File: config.mk
export PLATFORM = sky130hd
export DESIGN_NAME = dmem_bridge
export DESIGN_NICKNAME = d
export VERILOG_FILES = /design/src/rtl/dmem_bridge_pkg.sv /design/src/rtl/dmem_lane_align.sv /design/src/rtl/dmem_bridge.sv
export SDC_FILE = /design/constraint.sdc
export NUM_CORES = 1
export LEC_CHECK = 0
export CAP_MARGIN = 20
export CORE_UTILIZATION = 42
export CTS_CLUSTER_SIZE = 12
export DETAILED_ROUTE_END_ITERATION = 6
export GPL_ROUTABILITY_DRIVEN = 0
export PLACE_DENSITY = 0.85
export SYNTH_ARGS = -nofsm -noshare
export SYNTH_HDL_FRONTEND = slang
export SYNTH_SLANG_ARGS = --single-unit
File: constraint.sdc
create_clock -name clk -period 2 [get_ports clk]
set_input_delay 0.4 -clock clk [delete_from_list [all_inputs] [get_ports clk]]
set_output_delay 0.4 -clock clk [all_outputs]
set_load 0.02 [all_outputs]
File: src/rtl/dmem_bridge_pkg.sv
// Shared definitions for the data-memory bridge: write-class bit indices,
// timeout counter width and the FSM state type.
package dmem_bridge_pkg;

  localparam int WE_SB = 0;
  localparam int WE_SH = 1;
  localparam int WE_SW = 2;
  localparam int TO_W  = 8;

  typedef enum logic {
    ST_IDLE = 1'b0,
    ST_REQ  = 1'b1
  } state_t;

endpackage

File: src/rtl/dmem_lane_align.sv
// Combinational lane steering: derives byte strobes, lane-replicated store data
// and the misalignment flag from the low address bits and the store class.
module dmem_lane_align
  import dmem_bridge_pkg::*;
#(
  parameter int XLEN = 32
) (
  input  logic [1:0]      addr,
  input  logic [2:0]      we,
  input  logic [XLEN-1:0] wdata,
  output logic [3:0]      strb,
  output logic [XLEN-1:0] wdata_aligned,
  output logic            misalign
);

  logic is_sw;
  logic is_sh;
  logic is_sb;

  // Word stores dominate halfword stores, which dominate byte stores.
  assign is_sw = we[WE_SW];
  assign is_sh = we[WE_SH] & ~we[WE_SW];
  assign is_sb = we[WE_SB] & ~we[WE_SH] & ~we[WE_SW];

  always_comb begin
    strb          = 4'hF;
    wdata_aligned = wdata;
    misalign      = 1'b0;
    if (is_sw) begin
      misalign = (addr != 2'b00);
    end else if (is_sh) begin
      strb          = 4'b0011 << {addr[1], 1'b0};
      wdata_aligned = {2{wdata[15:0]}};
      misalign      = addr[0];
    end else if (is_sb) begin
      strb          = 4'b0001 << addr;
      wdata_aligned = {4{wdata[7:0]}};
    end
  end

endmodule

File: src/rtl/dmem_bridge.sv
// Bridges the core's flat single-cycle data-memory port onto a word-addressed
// req/ack bus with byte strobes, wait states, misalignment and timeout flags.
module dmem_bridge
  import dmem_bridge_pkg::*;
#(
  parameter int XLEN    = 32,
  parameter int AWIDTH  = 16,
  parameter int TIMEOUT = 255
) (
  input  logic              clk,
  input  logic              rst,
  input  logic              phase_memoryaccess,
  input  logic [AWIDTH-1:0] data_mem_addr,
  input  logic [XLEN-1:0]   data_mem_wdata,
  input  logic [2:0]        data_mem_we,
  output logic [XLEN-1:0]   data_mem_out,
  output logic              mem_busy,
  output logic              bus_req,
  output logic              bus_we,
  output logic [AWIDTH-1:0] bus_addr,
  output logic [XLEN-1:0]   bus_wdata,
  output logic [3:0]        bus_strb,
  input  logic [XLEN-1:0]   bus_rdata,
  input  logic              bus_ack,
  output logic              err_misalign,
  output logic              err_timeout,
  input  logic              err_clr
);

  localparam logic [TO_W-1:0] TO_LAST = TO_W'(TIMEOUT - 1);

  state_t          state;
  logic [TO_W-1:0] timer;
  logic [3:0]      lane_strb;
  logic [XLEN-1:0] lane_wdata;
  logic            lane_misalign;

  dmem_lane_align #(
    .XLEN(XLEN)
  ) u_lane_align (
    .addr          (data_mem_addr[1:0]),
    .we            (data_mem_we),
    .wdata         (data_mem_wdata),
    .strb          (lane_strb),
    .wdata_aligned (lane_wdata),
    .misalign      (lane_misalign)
  );

  // Bus fields are captured once at launch and held untouched for the whole request.
  always_ff @(posedge clk) begin
    if (rst) begin
      state        <= ST_IDLE;
      timer        <= '0;
      data_mem_out <= '0;
      mem_busy     <= 1'b0;
      bus_req      <= 1'b0;
      bus_we       <= 1'b0;
      bus_addr     <= '0;
      bus_wdata    <= '0;
      bus_strb     <= 4'h0;
      err_misalign <= 1'b0;
      err_timeout  <= 1'b0;
    end else begin
      case (state)
        ST_IDLE: begin
          if (phase_memoryaccess) begin
            if (lane_misalign) begin
              err_misalign <= 1'b1;
            end else begin
              state     <= ST_REQ;
              timer     <= '0;
              mem_busy  <= 1'b1;
              bus_req   <= 1'b1;
              bus_we    <= (data_mem_we != 3'b000);
              bus_addr  <= {data_mem_addr[AWIDTH-1:2], 2'b00};
              bus_wdata <= lane_wdata;
              bus_strb  <= lane_strb;
            end
          end
        end
        ST_REQ: begin
          if (bus_ack) begin
            if (!bus_we) begin
              data_mem_out <= bus_rdata;
            end
            state    <= ST_IDLE;
            mem_busy <= 1'b0;
            bus_req  <= 1'b0;
          end else if (timer == TO_LAST) begin
            state       <= ST_IDLE;
            mem_busy    <= 1'b0;
            bus_req     <= 1'b0;
            err_timeout <= 1'b1;
          end else begin
            timer <= timer + 1'b1;
          end
        end
        default: begin
          state    <= ST_IDLE;
          mem_busy <= 1'b0;
          bus_req  <= 1'b0;
        end
      endcase
      // A clear in the same cycle as a new error wins.
      if (err_clr) begin
        err_misalign <= 1'b0;
        err_timeout  <= 1'b0;
      end
    end
  end

endmodule
==> results by stage, run 1 <==
Outcome:
- The flow ran to the end, and the final reports show no timing, DRC or antenna violations.

Worst setup path:
- The critical path goes through inv_1 -> ha_1 -> nand3_1 -> o21ai_1 -> a211oi_1 -> mux2i_1.
- For the worst flop-to-flop path, the logic depth is 6.
- The setup path with the least slack is of type reg -> reg.
- The delay of the slowest cell on the worst path is 0.61 ns.
- The source of the critical timing path is timer[0].
- The critical path ends at timer[4].
- At the worst endpoint, the arrival time is 2.07 ns.
- On the critical path, the stage with the largest delay is an instance of sky130_fd_sc_hd__o21ai_1.
- The worst setup path is launched from a flop.
- STA classifies the critical path endpoint as a flop.
- The endpoint identified for the worst register-to-register timing path is timer[4].
- In this run the worst path has a maximum fanout of 12.
- The setup slack of the worst register-to-register path is 0.17 ns.
- The required time of the critical path is 2.24 ns.
- In this run the critical register-to-register path is launched from timer[0].

Synthesis:
- During synthesis, Yosys emitted a total of 0 warnings.
- For this run, asynchronously set or reset flops after synthesis account for 0.
- Dividing the synthesized area by the synthesized cell count gives 8.42 um2.
- In this run, synthesis produced a sequential element count of 95.
- Yosys attributes the largest share of cell area to sky130_fd_sc_hd__dfxtp_1 48%, sky130_fd_sc_hd__nand2_1 12%, sky130_fd_sc_hd__a21oi_1 8.5%.
- Counting every instance in the synthesized netlist gives 474.
- Among all flip-flop cells after synthesis, the most frequent one is sky130_fd_sc_hd__dfxtp_1.
- Counting flops with a built-in enable in the synthesized netlist gives 0.
- For this run, the register share of the synthesized area comes to 0.477.
- The number of unique standard cell types used by synthesis is 42.
- The post-synth design cell area is 3990 um2.
- Of the post-synthesis cell area, the dominant cell type holds 0.477.
- The leading area contributor after synthesis is sky130_fd_sc_hd__dfxtp_1.

Timing:
- The maximum clock frequency is 547 MHz.
- The final count of hold timing violations was 0.
- The slew at the pin closest to its max-slew limit is 0.741 ns.
- On the final layout, the worst clock skew is 0.0124 ns.
- Setup repair after global routing left no endpoint under its margin.
- The final clock period utilization by the worst path is 0.914.
- The final sum of negative setup slack is 0 ns.
- The worst path meets setup with 0.173 ns of slack.
- The relative slew slack is 0.502.
- The worst path needs 1.83 ns of the cycle, external delays included.
- The setup violation total in the final timing report is 0.
- The max-slew violation count is 0.

Clock tree:
- The number of buffers added to fix hold violations after cts is 0.
- The longest clock path from root to sink contains 2 buffers.
- For the worst-skew pair, the clock arrives at the later sink with an insertion delay of 0.36 ns.
- TritonCTS built the clock tree.
- The number of setup buffers added after CTS is 0.
- The root buffer cell chosen for the clock tree is sky130_fd_sc_hd__clkbuf_8.
- The CTS clock-pin slew for the worst setup and hold paths is 0.10 ns.
- The number of gates resized after CTS was 0.
- For this design, the sink count on the clock tree is 95.
- The H-tree depth is 3.
- The number of buffers created by CTS is 9.

Route:
- The number of iterations in the first detailed-routing pass is 4.
- The number of nets with antenna violations after detailed routing is 0.
- Using the TritonRoute via totals, the vias-per-cell ratio works out to 5.11.
- The detailed router finished its first iteration with 238 violations.
- After detailed routing, the number of remaining DRC violations is 0.
- Across all layers, the routed design uses 3998 vias.
- The average routed wire per standard cell is 14.9 um.
- The routed design has 11700 um of wire.

Final layout:
- Summing all multi-input logic gate instances after layout gives 1860 um2.
- The sequential standard cell area is 1900 um2.
- The count of antenna diodes in the layout is 0.
- The share of layout cells above drive strength 1 is 0.0980.
- Once layout is complete, the utilization of the core stands at 0.669.
- The finished cells cover 6180 um2.
- Relative to the synthesized area, the layout overhead comes to 54.9%.
- After filler insertion, the fill cell instance count of the layout stands at 715.
- The total number of nets in the final design is 738.

Floorplan:
- The floorplan core area is 9240 um2.
- The y dimension of the die is 99.5 um.
- For this configuration, the core starts out at a cell density of 0.432.
- The die area is 9890 um2.
- The floorplan has 35 rows.
- The count of boundary I/O pins is 177.
- The die width is 99.5 um.

Min path:
- The type of the tightest min-delay check is reg -> reg.

Global route:
- In the global route stage, met2 resource usage came out at 0.405.
- The met1 demand-to-capacity share in global routing is 0.291.
- The wire length of the first global-routing pass is 18400 um.
- After global routing the overflow that remains totals 0.
- For met3 alone, demand over resource in global routing was 0.0387.
- met2 is the most crowded layer.
- The via count of the first global-routing pass is 3808.
- The initial antenna violation count is 0.
- The pin count of the biggest net entering global routing is 60.
- Across every metal layer, demand over resource in global routing totals 0.236.

Power and ir drop:
- The share of total power dissipated in sequential elements is 0.470.
- The design draws 4330 uW.
- The share of total power dissipated in combinational logic is 0.203.
- The switching power total is 1150 uW.
- The internal power of the cells is 3180 uW.
- Of the total power, the share spent switching nets is 0.265.
- For this design the ratio of total power to cell area is 701 nW/um2.
- The clock share of power is 0.327.
- Across the VDD grid, the largest voltage drop is 0.458 mV.
- The static leakage is 0.00218 uW.

Placed design:
- The instance area at placement is 5950 um2.
- Timing analysis after detailed placement gives a worst setup slack of -0.0440 ns.
- The total half-perimeter wirelength after legalization and detailed placement is 8840 um.
- The count of buffers from port buffering is 174.

Job:
- The max-capacitance violation count is 0.
placed cells by master, fill, tap and decap left out, drive strengths merged, types with 2 or more instances in the layout:
master and instances:
clkdlybuf4s50 173, nand2 132, dfxtp 95, a21oi 68, buf 27, nor2 26
a211oi 13, o21ai 12, nor2b 11, a311oi 10, mux2i 10, clkbuf 10
a22o 7, o221a 7, nand3 7, inv 7, nor3 5, or2 4
nand2b 3, o2111ai 3, a2111o 3, ha 2, conb 2, bufinv 2
and3 2
per-stage QoR:
stage / hold WS [ns] / cells
after detailed placement: 0.447 / 766
after CTS: 0.460 / 782
after global placement: 0.441 / 766
after floorplan: 0.468 / 475
final: 0.460 / 782
after global routing: 0.478 / 782
cell type report:
class                           count  share of cell area
Clock buffer                       10              0.0223
Clock inverter                      6              0.0146
Inverter                            5             0.00304
Multi-Input combinational cell    337               0.301
Sequential cell                    95               0.308
Tap cell                          129              0.0261
Timing Repair Buffer              200               0.325
how the worst min path moves through the flow:
stage / startpoint / to / slack, ns / depth (start not counted)
global route: bus_wdata[4] / bus_wdata[4] / 0.48 / 2
finish: data_mem_out[6] / data_mem_out[6] / 0.46 / 2
floorplan: timer[4] / timer[4] / 0.47 / 2
detailed placement: data_mem_out[6] / data_mem_out[6] / 0.45 / 2
CTS: data_mem_out[19] / data_mem_out[19] / 0.46 / 2
global placement: bus_addr[13] / bus_addr[13] / 0.44 / 2
worst max-delay path, delay by kind of cell, from the launching register on:
kind            cells  cell delay [ns]
buf+inv             1             0.09
compound gates      2             0.81
fa+ha+maj           1             0.18
flops               1             0.36
simple gates        1             0.13
mux                 1             0.15
cell usage after synthesis (all sizes together) (2+ instances only):
| cell type | instances |
|---|---|
| clkbuf | 17 |
| nor3 | 5 |
| nand2b | 3 |
| inv | 5 |
| o221a | 7 |
| a2111o | 3 |
| a22o | 7 |
| mux2i | 10 |
| nor2b | 11 |
| ha | 2 |
| dfxtp | 95 |
| nand3 | 7 |
| a311oi | 10 |
| a211oi | 13 |
| nor2 | 26 |
| and3 | 2 |
| nand2 | 132 |
| a21oi | 68 |
| o2111ai | 3 |
| or2 | 4 |
| buf | 21 |
| o21ai | 12 |
per-layer routing:
layer	vias to the layer above	wire (um)
met4	0	326
met1	1838	4790
met5	-	0
met3	25	744
met2	163	5820
li1	1972	-
flip-flops by register name, indices dropped and copies added (netlist names):
| name | flops |
|---|---|
| bus_addr | 14 |
| bus_req | 1 |
| bus_strb | 4 |
| bus_wdata | 32 |
| bus_we | 1 |
| data_mem_out | 32 |
| err_misalign | 1 |
| err_timeout | 1 |
| state | 1 |
| timer | 8 |
power groups by stage:
stage          registers [uW]  clock network (uW)  logic [uW]
2_1_floorplan            2180                   0         310
3_3_place_gp             2070                   0         858
3_5_place_dp             2080                   0         876
4_1_cts                  2030                1450         881
5_1_grt                  2040                1530         938
6_report                 2030                1420         880
kinds of logic after synthesis:
group	after synthesis	share of synthesized area
compound gates	127	0.223
fa+ha+maj	2	0.00627
buf+inv	43	0.0587
flops	95	0.477
mux	10	0.0251
other cells	1	0.000940
simple gates	196	0.210
Note: power is estimated with default switching activity, not from simulation.
==> inputs of run 2 (changes only) <==
--- a/config.mk
+++ b/config.mk
@@ -5,6 +5,7 @@
 export SDC_FILE = /design/constraint.sdc
 export NUM_CORES = 1
 export LEC_CHECK = 0
+export ABC_AREA = 1
 export CAP_MARGIN = 20
 export CORE_UTILIZATION = 42
 export CTS_CLUSTER_SIZE = 12
==> run 2 against run 1 <==
  * Cell count is 5.4% higher
  * Setup slack better by 0.0060 ns
  * Fmax increased by 0.33%
  * Largest cell class unchanged
==> results by stage, run 2 <==
Outcome:
- The flow ran to the end, and the final reports show no timing, DRC or antenna violations.

Placed design:
- At the placement stage, the worst setup path has a slack of 0.0610 ns.
- The count of buffers from port buffering is 174.
- After legalization and detailed placement, the total HPWL measured 8910 um.

Timing:
- The maximum clock frequency is 549 MHz.
- The final count of hold timing violations is 0.
- The slack of the critical path is 0.179 ns.
- Across the routed clock network, the largest skew measured is 0.0113 ns.
- Of the available clock period, the critical path in the final layout requires 0.911.
- The max-slew violation count is 0.
- The worst path needs 1.82 ns of the cycle, external delays included.
- Setup total negative slack on the finished layout was measured at 0 ns.
- Setup violations remaining at the end of the flow were counted as 0.
- Setup repair after global routing left no endpoint under its margin.

Worst setup path:
- The setup slack of the worst register-to-register path is 0.45 ns.
- Walking the worst path, the cells encountered are clkdlybuf4s50_1.
- The arrival time at the worst endpoint is 1.42 ns.
- The worst setup path is of the reg -> out kind.
- In this run the worst setup path begins at bus_we.
- Along the worst path, the maximum fanout reaches 3.
- The critical path ends at bus_we.
- The total stage count of the critical path is 1.
- The number of cells on the worst reg-to-reg path is 8.
- STA classifies the critical path endpoint as an output pin.
- The endpoint identified for the worst register-to-register timing path is timer[1].
- The delay of the slowest cell on the worst path is 0.64 ns.
- The kind of start point of the critical path is a flop.
- The reg-to-reg critical path startpoint is timer[0].
- The largest individual stage delay along the critical path comes from the cell sky130_fd_sc_hd__clkdlybuf4s50_1.
- The dominant delay contributor by cell family on the critical path is buffers and inverters.
- At the worst endpoint, the required time is 1.60 ns.
- The buffers plus inverters on the worst setup path is 1.

Power and ir drop:
- Summed over all nets, the switching power comes to 1230 uW.
- The relative contribution of combinational cells to total power is 0.220.
- The clock share of power is 0.317.
- The internal power of the cells is 3270 uW.
- Summed over all cells, the static leakage comes to 0.00251 uW.
- The highest ir drop seen on vdd is 0.480 mV.
- The power per cell area is 739 nW/um2.
- The sequential cell fraction of total power is 0.462.
- Of the total power, the share spent switching nets is 0.272.

Global route:
- The initial antenna violation count is 0.
- The overall global routing resource usage is 0.246.
- Entering global routing, the biggest net connects 87 pins.
- The via count of the first global-routing pass is 4019.
- The sum of overflow across all layers after global routing is 0.
- The first global-routing pass estimated 19200 um of wire.

Final layout:
- The area growth from synthesis to layout is 52.9%.
- The number of antenna diodes in the final layout is 0.
- The commonest non-fill, non-tap cell in the layout is sky130_fd_sc_hd__clkdlybuf4s50_1.
- In the final layout, the share of cells above drive strength 1 is 0.0870.
- The top cell types in the final layout, fill and taps aside, are 174 x sky130_fd_sc_hd__clkdlybuf4s50_1, 156 x sky130_fd_sc_hd__nor2_1, 95 x sky130_fd_sc_hd__dfxtp_1, 89 x sky130_fd_sc_hd__o21ai_0, 60 x sky130_fd_sc_hd__nand2_1.
- The total number of nets in the final design is 798.
- In the final layout, the registers with the most flip-flops are bus_wdata (32), data_mem_out (32), bus_addr (14).

Synthesis:
- The async set-reset flop share out of synthesis is 0.
- The portion of synthesized area spent on multiplexers is 0.
- After technology mapping, the gate count stands at 534.
- The share of the synthesized area in compound gates (AO/OA/AOI/OAI) is 0.167.
- After synthesis the netlist holds a flip-flop and latch count of 95.
- Of the total synthesized cell area, the portion taken by full adders, half adders and majority gates is 0.00628.
- In this run, synthesis inferred 0 flip-flops with an integrated enable.
- The share of synthesized area in the top cell type comes to 0.477.
- The main combinational cell family by area after synthesis is simple AND/OR/NAND/NOR gates.
- The most instantiated library cell after synthesis is sky130_fd_sc_hd__nor2_1.
- The cell area that synthesis handed to floorplanning was 3980 um2.
- In the post-synthesis netlist, the biggest area contributors are sky130_fd_sc_hd__dfxtp_1 48%, sky130_fd_sc_hd__nor2_1 15%, sky130_fd_sc_hd__o21ai_0 11%.
- The synthesized-area fraction occupied by xor and xnor cells is 0.00440.
- The leading area contributor after synthesis is sky130_fd_sc_hd__dfxtp_1.
- The total of warnings raised by yosys is 0.
- The mean instance size in the synthesized netlist is 7.46 um2.
- The number of unique standard cell types used by synthesis is 30.
- The register area share after synthesis is 0.477.
- The most frequently used flop master after synthesis is sky130_fd_sc_hd__dfxtp_1.
- Counting instances in the post-synthesis netlist gives the leading cell types as 156 x sky130_fd_sc_hd__nor2_1, 95 x sky130_fd_sc_hd__dfxtp_1, 89 x sky130_fd_sc_hd__o21ai_0.
- Of the total synthesized cell area, the portion taken by AND, OR, NAND and NOR gates is 0.266.

Clock tree:
- For this design, the CTS-stage hold fixing added 0 buffers.
- After clock tree synthesis, the clock-pin slew on the worst setup and hold paths is 0.09 ns.
- Once the clock tree was built, the setup fixing pass inserted 0 buffers.
- Post-CTS repair changed the size of 0 cells.
- The buffer levels on the longest clock path is 2.
- The worst-skew pair later-pin latency is 0.36 ns.
- TritonCTS built the clock tree.
- The number of buffers created by CTS is 9.
- CTS built an H-tree with a depth of 3.
- The tree built by TritonCTS fans out to 95 sinks.
- CTS placed an instance of sky130_fd_sc_hd__clkbuf_8 at the clock tree root.

Floorplan:
- The floorplan has 35 rows.
- Measured along the y axis, the die boundary spans 99.4 um.
- The die area is 9880 um2.
- For this design the top-level I/O count stands at 177.
- The floorplan core area is 9200 um2.
- The die width is 99.4 um.
- For this configuration, the core starts out at a cell density of 0.433.

Route:
- After detailed routing, the number of vias per cell comes to 5.05.
- Dividing the detail-routed wire length by the instance count gives 14.6 um.
- In this run the remaining antenna-violating nets after routing total 0.
- The violation count after the first detailed-route iteration is 195.
- The highest metal layer with signal wires is met4.
- The met3 wirelength from detailed routing is 931 um.
- The routed design uses 6120 um of met2 wire.
- For this run, the detailed router's first-pass iteration total came to 4.
- In the routed design, unresolved DRC markers number 0.
- The via count of the routed design is 4165.
- In the final routing, the length of wire on met1 measures 4750 um.
- The aggregate routed wire length is 12000 um.

Min path:
- The type of the tightest min-delay check is reg -> reg.

Job:
- The max-capacitance violation count is 0.
## run 2: cell types whose count changed in the layout (fill, tap and decap cells not counted), moves of 6 or more
cell	delta
sky130_fd_sc_hd__nor2_1	+131
sky130_fd_sc_hd__o21ai_0	+86
sky130_fd_sc_hd__nand2_1	-71
sky130_fd_sc_hd__a21oi_1	-46
sky130_fd_sc_hd__inv_1	+13
sky130_fd_sc_hd__a211oi_1	-12
sky130_fd_sc_hd__nand3_1	+12
sky130_fd_sc_hd__nor2b_1	-11
sky130_fd_sc_hd__a311oi_2	-10
sky130_fd_sc_hd__mux2i_1	-10
sky130_fd_sc_hd__a22o_1	-7
sky130_fd_sc_hd__o221a_1	-7
sky130_fd_sc_hd__inv_2	+6
## run 2: how the worst min path moves through the flow
stage,end,slack (ns),depth (start not counted),from
after floorplan,timer[0],0.45,1,timer[0]
after global placement,err_timeout,0.44,2,err_timeout
after detailed placement,err_timeout,0.44,2,err_timeout
after CTS,err_timeout,0.46,2,err_timeout
after global routing,err_timeout,0.50,2,err_timeout
final,err_timeout,0.46,2,err_timeout
## run 2: power by group through the flow
stage	clock network (uW)	registers [uW]	logic (uW)
final	1430	2080	991
after global routing	1530	2100	1060
after CTS	1450	2080	995
after detailed placement	0	2120	988
after global placement	0	2120	968
after floorplan	0	2260	329
## run 2: layer usage
metal,track usage,vias to the layer above
li1,-,2061
met1,0.284,1942
met2,0.436,146
met3,0.0625,16
met4,0.0962,0
met5,0,-
## run 2: per-stage QoR
step / cells / utilization / cell area [um2] / hold slack [ns] / total power (uW)
floorplan: 535 / - / 3990 / 0.450 / 2590
global placement: 808 / 0.637 / 5860 / 0.438 / 3080
detailed placement: 808 / 0.637 / 5860 / 0.444 / 3110
CTS: 824 / 0.662 / 6090 / 0.460 / 4520
global route: 824 / 0.662 / 6090 / 0.496 / 4690
finish: 824 / 0.662 / 6090 / 0.456 / 4500
## run 2: cell type report
class / instances / area, um2
multi-input cells: 383 / 1780
clock buffers: 11 / 151
flip-flops and latches: 95 / 1900
fillers: 779 / 3110
clock inverters: 5 / 80.1
well taps: 111 / 139
repair buffers: 194 / 1940
inverters: 25 / 98.8
## run 2: kinds of logic (layout without fill, tap and decap cells)
| family | after synthesis | in the layout |
|---|---|---|
| compound gates | 126 | 126 |
| xor+xnor | 2 | 2 |
| fa+ha+maj | 2 | 2 |
| buf+inv | 57 | 235 |
| flops | 95 | 95 |
| other cells | 1 | 2 |
| simple gates | 251 | 251 |
==> variant: new RTL, settings of run 1 <==
Put one more register stage on the output `err_misalign`, cleared by the reset. The value now appears one clock later. The other outputs are not delayed to match.
--- a/src/rtl/dmem_bridge.sv
+++ b/src/rtl/dmem_bridge.sv
@@ -29,6 +29,8 @@
 
   localparam logic [TO_W-1:0] TO_LAST = TO_W'(TIMEOUT - 1);
 
+  logic err_misalign_s0;
+
   state_t          state;
   logic [TO_W-1:0] timer;
   logic [3:0]      lane_strb;
@@ -58,14 +60,14 @@
       bus_addr     <= '0;
       bus_wdata    <= '0;
       bus_strb     <= 4'h0;
-      err_misalign <= 1'b0;
+      err_misalign_s0 <= 1'b0;
       err_timeout  <= 1'b0;
     end else begin
       case (state)
         ST_IDLE: begin
           if (phase_memoryaccess) begin
             if (lane_misalign) begin
-              err_misalign <= 1'b1;
+              err_misalign_s0 <= 1'b1;
             end else begin
               state     <= ST_REQ;
               timer     <= '0;
@@ -103,10 +105,18 @@
       endcase
       // A clear in the same cycle as a new error wins.
       if (err_clr) begin
-        err_misalign <= 1'b0;
+        err_misalign_s0 <= 1'b0;
         err_timeout  <= 1'b0;
       end
     end
   end
 
+  always_ff @(posedge clk) begin
+    if (rst) begin
+      err_misalign <= '0;
+    end else begin
+      err_misalign <= err_misalign_s0;
+    end
+  end
+
 endmodule
Function: changed (a bounded check fails within 4 cycles, from zero or initial values and one cycle with rst high).
==> variant against run 1 <==
  * Routed wire length fell by 2.4%
  * Setup slack barely moved
  * Count of clock-buffer cells in the layout did not move
  * Synthesized area rose by 0.66%
  * Fmax barely moved
  * Sequential cell count rose by 1
  * Cell count fell by 0.51%
  * Non-clock buffer count fell by 6
  * Largest cell class unchanged
  * Synthesized cell count rose by 0.42%
  * Power fell by 2.6%
  * Cell area fell by 1.3%
==> variant: results (changes against run 1) <==
GLOBAL ROUTING
-----------------------------------------------------------------------------------------------------------------
Global-route usage over all layers                                                                          22.3%   -1.3 points
First-pass GRT wire length                                                                               17800 um   -3.3%
Number of global-route vias before repair                                                                    3718   -2.4%
Number of antenna violations at the first check in global routing                                               1   +1
Pin count of the biggest net entering global routing                                                           57   -5.0%

STA
-----------------------------------------------------------------------------------------------------------------
Slew HR                                                                                                     50.4%   +0.13 points
Worst Skew                                                                                                11.9 ps   -0.445 ps

YOSYS
-----------------------------------------------------------------------------------------------------------------
Compound-cell area share of the yosys netlist                                                               22.1%   -0.15 points
Fraction of synthesized area in multiplexers                                                                2.49%   -0.016 points
Arithmetic-cell share of the synthesized area counting full adders, half adders and majority gates         0.623%   -0.0041 points
Count of synthesis-stage warnings from yosys                                                                    0   unchanged
Commonest cells post-synth                                                                           nand2_1, dfxtp_1, a21oi_1
Dominant cells by area after synthesis                                                               dfxtp_1, nand2_1, a21oi_1
Sequential share of the synthesized area                                                                    47.9%   +0.19 points
Fraction of registers with async set/reset                                                                     0%   unchanged

FINAL LAYOUT
-----------------------------------------------------------------------------------------------------------------
FILL cells                                                                                                    764   +6.9%
Fraction of layout cells with a size suffix above 1                                                         8.94%   -0.86 points
Layout Nets                                                                                                   734   -0.54%
Final antenna diode count                                                                                       0   unchanged

CRITICAL PATH
-----------------------------------------------------------------------------------------------------------------
Start of the worst register-to-register path                                                             timer[0]
Slowest cell on the critical path                                                                         o21ai_1
Max FO, Critical Path                                                                                          12   unchanged
Setup slack of the worst register-to-register path                                                         170 ps   about the same
Largest incremental delay on the critical path                                                             610 ps   about the same
Number of cell instances on the worst register-to-register path                                                 6   unchanged
Reg-to-reg critical path endpoint                                                                        timer[4]

CLOCK NETWORK
-----------------------------------------------------------------------------------------------------------------
Clock Pin Slew Worst Setup and Hold Paths                                                                   90 ps
Total of cells resized after clock tree synthesis                                                               0   unchanged
H-tree Lvls                                                                                                     3   unchanged
Worst-skew pair later-pin latency                                                                          350 ps
CTS root buffer                                                                                          clkbuf_8
Number of buffers added for setup after CTS                                                                     0   unchanged

PWR
-----------------------------------------------------------------------------------------------------------------
LEAKAGE                                                                                                0.00214 uW   -1.8%
Largest vdd supply drop                                                                                  0.401 mV   -12%

DRT
-----------------------------------------------------------------------------------------------------------------
First-pass iteration count of the detailed router                                                               4   unchanged
Detail-routed net length per standard cell                                                                14.7 um   -1.9%
Number of vias per cell                                                                                      5.09   -0.37%
Number of violations reported at the end of detailed-routing iteration 0                                      176   -26%

MIN PATH
-----------------------------------------------------------------------------------------------------------------
Hold path start                                                                                               rst
Worst hold endpoint                                                                                  err_misalign
Worst hold path class                                                                                input pin to register
Number of cells traversed by the worst hold path                                                                2   unchanged

STATUS
-----------------------------------------------------------------------------------------------------------------
Run status                                                                                           finished clean

PLACEMENT
-----------------------------------------------------------------------------------------------------------------
Number of buffers inserted by port buffering                                                                  174   unchanged
Estimated wirelength of the detail-placed design                                                          8460 um   -4.4%

==> variant: kinds of logic (layout without fill, tap and decap cells) <==
kind of cell               Yosys count  after routing
muxes                               10             10
buffers and inverters               43            215
other                                1              2
and+or+nand+nor                    197            197
AOI/OAI and AO/OA                  127            127
adders and majority gates            2              2
DFF                                 96             96
==> variant: final cells by class <==
type	instances	area, um^2	area share, %
sequential	96	1920	31.5
timing repair buffer	194	1920	31.6
clock inverter	6	66.3	1.09
inverter	5	18.8	0.308
tap	129	161	2.65
multi-input combinational	338	1870	30.6
clock buffer	10	138	2.26
==> variant: per-stage QoR <==
| stage | hold WS [ps] | instances | cell area, um^2 | setup slack [ps] |
|---|---|---|---|---|
| 2_1_floorplan | 439 | 477 | 4020 | 508 |
| 3_3_place_gp | 441 | 762 | 5890 | -12.4 |
| 3_5_place_dp | 447 | 762 | 5890 | -79.7 |
| 4_1_cts | 282 | 778 | 6100 | 175 |
| 5_1_grt | 271 | 778 | 6100 | 15.0 |
| 6_report | 299 | 778 | 6100 | 173 |
==> variant: worst max-delay path by stage <==
stage / start / endpoint / slack [ps] / depth (start not counted)
2_1_floorplan: timer[0] / timer[3] / 510 / 7
3_3_place_gp: data_mem_we[2] / bus_wdata[3] / -10 / 7
3_5_place_dp: data_mem_we[1] / bus_wdata[29] / -80 / 5
4_1_cts: bus_we / bus_we / 170 / 1
5_1_grt: timer[0] / timer[4] / 10 / 6
6_report: timer[0] / timer[4] / 170 / 6
==> variant: where the power goes <==
group | internal, uW | leakage, uW | switching, uW
logic | 441 | 0.00125 | 421
clock network | 620 | 0.000107 | 680
registers | 2000 | 0.000782 | 52.2
==> variant: metal layers <==
layer	vias to the layer above	global-route usage [%]	share of wire, %
li1	1965	-	-
met1	1823	27.5	42
met2	147	37.1	48
met3	28	5.36	7.4
met4	0	9.95	3.0
met5	-	0	0
